$ cat config.mk
export PLATFORM = sky130hd
export DESIGN_NAME = scan_keypad4x4
export DESIGN_NICKNAME = d
export VERILOG_FILES = /design/src/rtl/scan_keypad4x4.sv
export SDC_FILE = /design/constraint.sdc
export NUM_CORES = 1
export LEC_CHECK = 0
export CAP_MARGIN = 0
export CORE_ASPECT_RATIO = 0.75
export CORE_MARGIN = 2
export CORE_UTILIZATION = 60
export CTS_BUF_LIST = sky130_fd_sc_hd__clkbuf_16
export DETAILED_ROUTE_END_ITERATION = 8
export PLACE_DENSITY_LB_ADDON = 0.25
export SYNTH_ARGS = -nofsm -noshare
export SYNTH_HDL_FRONTEND = slang
export SYNTH_SLANG_ARGS = --single-unit
$ cat constraint.sdc
create_clock -name clk -period 4.2 [get_ports clk]
set_input_delay 1.26 -clock clk [delete_from_list [all_inputs] [get_ports clk]]
set_output_delay 1.26 -clock clk [all_outputs]
set_load 0.03 [all_outputs]
$ cat src/rtl/scan_keypad4x4.sv
// scan_keypad4x4: 4x4 matrix keypad column scanner, whole-matrix debouncer and key decoder.
// Latency: a press stable from a frame start is accepted after DEBOUNCE+1 frames (4*SCAN_DIV clk each), decoded one clk later.
// Backpressure: none; key_valid is a one-cycle strobe that the consumer must take when it fires.
module scan_keypad4x4 #(
    parameter logic [15:0] SCAN_DIV = 16'd27_000,
    parameter logic [3:0]  DEBOUNCE = 4'd4
) (
    input  logic       clk,
    input  logic       nrst,
    input  logic [3:0] row,
    output logic [3:0] col,
    output logic [3:0] key,
    output logic       key_valid,
    output logic       key_held,
    output logic       key_multi
);
    localparam int DIV_W = $clog2(SCAN_DIV);
    localparam logic [DIV_W-1:0] DIV_LAST = DIV_W'(SCAN_DIV - 16'd1);

    logic [3:0]       row_m;
    logic [3:0]       row_s;
    logic [DIV_W-1:0] div;
    logic [1:0]       col_idx;
    logic [1:0]       col_idx_nxt;
    logic             sample;
    logic             frame_end;
    logic [15:0]      snap;
    logic [15:0]      snap_nxt;
    logic [15:0]      prev;
    logic [15:0]      deb;
    logic [15:0]      deb_q;
    logic [3:0]       stable_cnt;
    logic [3:0]       cnt_nxt;
    logic             deb_none;
    logic             deb_one;
    logic [3:0]       deb_idx;

    always_comb begin
        sample      = (div == DIV_LAST);
        frame_end   = sample && (col_idx == 2'd3);
        col_idx_nxt = col_idx + 2'd1;

        // Snapshot bit index is col*4 + row; a 1 means the key is pressed.
        snap_nxt = snap;
        snap_nxt[{col_idx, 2'b00} +: 4] = ~row_s;

        if (snap_nxt != prev) begin
            cnt_nxt = 4'd0;
        end else if (stable_cnt == DEBOUNCE) begin
            cnt_nxt = stable_cnt;
        end else begin
            cnt_nxt = stable_cnt + 4'd1;
        end

        deb_none = (deb == 16'd0);
        deb_one  = !deb_none && ((deb & (deb - 16'd1)) == 16'd0);
        deb_idx  = 4'd0;
        for (int i = 0; i < 16; i++) begin
            if (deb[i]) begin
                deb_idx = 4'(i);
            end
        end
    end

    // Column drive tracks col_idx so the sample at div==DIV_LAST has settled for SCAN_DIV-2 clks.
    always_ff @(posedge clk) begin
        if (!nrst) begin
            row_m   <= 4'hF;
            row_s   <= 4'hF;
            div     <= '0;
            col_idx <= 2'd0;
            col     <= 4'b1110;
        end else begin
            row_m <= row;
            row_s <= row_m;
            if (sample) begin
                div     <= '0;
                col_idx <= col_idx_nxt;
                col     <= ~(4'b0001 << col_idx_nxt);
            end else begin
                div <= div + DIV_W'(1);
            end
        end
    end

    always_ff @(posedge clk) begin
        if (!nrst) begin
            snap       <= 16'd0;
            prev       <= 16'd0;
            stable_cnt <= 4'd0;
            deb        <= 16'd0;
        end else if (sample) begin
            snap <= snap_nxt;
            if (frame_end) begin
                prev       <= snap_nxt;
                stable_cnt <= cnt_nxt;
                if (cnt_nxt == DEBOUNCE) begin
                    deb <= snap_nxt;
                end
            end
        end
    end

    // deb changes only at frame ends, so deb != deb_q marks the single cycle after an accepted change.
    always_ff @(posedge clk) begin
        if (!nrst) begin
            deb_q     <= 16'd0;
            key       <= 4'd0;
            key_valid <= 1'b0;
            key_held  <= 1'b0;
            key_multi <= 1'b0;
        end else begin
            deb_q     <= deb;
            key_valid <= 1'b0;
            if (deb_one) begin
                key       <= {deb_idx[1:0], deb_idx[3:2]};
                key_held  <= 1'b1;
                key_multi <= 1'b0;
                key_valid <= (deb != deb_q);
            end else begin
                key_held  <= 1'b0;
                key_multi <= !deb_none;
            end
        end
    end
endmodule

==> results.ini, run 1 <==
[status]
status=finished clean

[power]
p_int_mw=1.54
p_clk_share_pct=46.8
p_leak_nw=1.88
combPwrFrac_pct=2.3
powerDensity_nw_per_um2=362
p_switching_uw=424
p_seq_share_pct=50.9
swShare_pct=21.6
peakVddDrop_v=0.000279

[yosys]
synth_edf_count=0
async_reset_ff_share_pct=0
synth_area_um2=5010
synth_area_leaders=dfxtp_1 42%, xnor2_1 5.1%, nor2_1 4.6%, a211oi_1 4.2%, nand3_1 3.1%
seq_area_frac_synth_pct=41.5
ys.flop_type=dfxtp_1
yosys_warnings=0
synth_top_area_share_pct=41.5
synth_cells=558
yosys_register_bits=104
synth.largest_area_cell=dfxtp_1
synthDistinctLibCells=68
avgSynthCellArea_um2=8.98
synth_nets=572

[global_route]
overflow=0
grt_pass1_vias=3618
grt_usage_pct=26.1
grt_pass1_wl_mm=18.5
antenna_found_initial=0
grt_max_degree=49

[clock_tree]
cts_made_buffers=9
post_cts_buffers=0
ctsHoldBuffers=0
clkTransAtPathRegs_ps=70
root_buffer=clkbuf_16
clockBufferDepth=2
htreeDepth=3
cts_tree=built
clock_latency_ps=360
post_cts_resize_count=0
clkSinkCount=104

[worst_setup_path]
rr_startpoint=col_idx[0]
r2r-end=deb[7]
cp-end-kind=register
path_class=reg2reg
start_kind=register
arrival_ps=3970
critPathRequiredTime_ps=4500
r2r_setup_slack_ps=530
crit_fanout=17
reg2regPathDepth=9

[timing]
rsz0062_at_grt=no
clock_skew_ps=10.3
finalWorstSetupSlack_ps=532
max_slew_margin_pct=37.4
setup_viol=0
slew_viol_final=0
layout_worst_path_cycle_share_pct=87.3
fin_setup_tns_ps=0
min_period_ps=3670
timing.fmax_mhz=273
holdWs_ps=414
worst_slew_pin_slew_ps=939
hold_viol_final=0

[floorplan]
dieHeight_um=83.2
initial_core_util_pct=62.8
pin_count=17
die_x_um=110
dieArea_um2=9110
coreArea_um2=7990
rows=28

[route]
wl_per_cell_um=17.1
avgViaCountPerCell=6.11
wl_met2_mm=4.67
route.met3.wl_um=916
drtAntennaViolNets=0
firstDrtPassIters=5
wl_met1_mm=5.51
top_layer=met4
drc=0
drtIter0Drc=419
vias=4005
routed_wl_mm=11.2

[placed_design]
placed_area_um2=5080
pre_cts_slack_ps=611
place_hpwl_mm=7.83
io_buffers=16
gp_congestion=0.859

[min_path]
hold-path-endpoint=row_s[3]
hold_class=reg2reg
hold_depth=1
hold_start=row_m[3]

[finish]
num_antenna_cells=0
design_area_um2=5410
syn_to_final_growth_pct=7.94
drive_gt1_share_pct=7.27
nNetsFinal=559

[job]
maxCapViolCount=0

## final cells by class
class	instances	area (um^2)
Clock buffer	9	225
Clock inverter	7	101
Fill cell	646	2580
Inverter	15	56.3
Multi-Input combinational cell	394	2620
Sequential cell	104	2080
Tap cell	105	131
Timing Repair Buffer	21	198
## worst max-delay path, stage by stage (launching register included)
cell       delay [ps]
dfxtp_1           620
inv_1             190
ha_1              480
nor4b_1           440
mux2i_1           180
xnor2_1           150
a2111oi_0         350
and4_1            350
and4_1            560
o221a_1           290
## layout by cell type, fill, tap and decap left out, types with 15 or more instances in the layout
cell type / count
a211oi_1: 28
nand2_1: 30
nand2b_1: 16
and2_1: 15
dfxtp_1: 104
a21oi_1: 20
nor2_1: 61
inv_1: 15
xnor2_1: 29
clkdlybuf4s50_1: 16
nand3_1: 31
## worst max path at each step
stage,startpoint,endpoint,slack [ps]
global placement,col_idx[0],deb[5],660
detailed placement,col_idx[0],deb[7],610
floorplan,col_idx[0],deb[10],1240
global route,col_idx[0],deb[6],270
CTS,col_idx[0],deb[7],570
finish,col_idx[0],deb[7],530
## logic make-up (layout without fill, tap and decap cells)
logic type,Yosys count,count (layout),share of synthesized area [%]
and+or+nand+nor,219,219,23.3
AOI/OAI and AO/OA,114,114,17.1
DFF,104,104,41.5
buffers and inverters,60,52,6.44
xor gates and xnor gates,38,38,6.64
muxes,12,12,2.40
adders and majority gates,11,11,2.60
## synth_stat cells, types with 2 or more instances
library cell	n
nor2_1	61
and3_1	8
clkbuf_1	23
inv_1	15
a21oi_1	20
buf_4	8
o21ai_0	10
a32oi_1	2
a31o_1	2
o31ai_1	3
nor3_1	12
nand2_1	30
nand2b_1	16
o21bai_1	3
nor4_1	4
nand4_1	6
o211ai_1	3
and2_1	15
ha_1	8
mux2i_1	12
or3_1	6
nand4b_1	2
o22ai_1	3
a2111oi_0	2
o211a_1	2
and4_1	3
nand4bb_1	3
or2_2	4
o221a_1	9
dfxtp_1	104
buf_6	5
maj3_1	3
nand3_1	31
a211oi_1	28
buf_2	5
xor2_1	9
a31oi_1	8
nor2b_1	7
xnor2_1	29
o221a_2	6
## power by group through the flow
stage               registers (mW)  logic, mW  clock network (mW)
finish                       0.997     0.0455               0.918
global route                 0.997     0.0498               0.971
CTS                          0.997     0.0452               0.923
detailed placement            1.02     0.0450                   0
global placement              1.02     0.0440                   0
floorplan                     1.02     0.0358                   0
## routing by layer
metal  track usage [%]  vias up
li1                  -     1969
met1              41.2     1870
met2              34.6      153
met3              7.61       13
met4              6.10        0
met5                 0        -
## registers in the layout (all words and copies together), names as in the netlist
name / cells
col: 4
col_idx: 2
deb: 16
deb_q: 16
div: 15
key: 4
key_held: 1
key_multi: 1
key_valid: 1
prev: 16
row_m: 4
row_s: 4
snap: 16
stable_cnt: 4
## stage by stage
stage               power (mW)  util [%]  instances
floorplan                 1.05         -        558
global placement          1.06      63.7        639
detailed placement        1.06      63.7        639
CTS                       1.96      67.7        655
global route              2.02      67.7        655
finish                    1.96      67.7        655
No activity file was read; power rests on OpenSTA's default activity.
==> run 2: changes to the inputs <==
ABC_CLOCK_PERIOD_IN_PS = 4200   (was not set)
CTS_CLUSTER_SIZE = 8   (was not set)
==> results of run 2 <==
No change in the layout: final DEF, timing and power equal those of run 1.
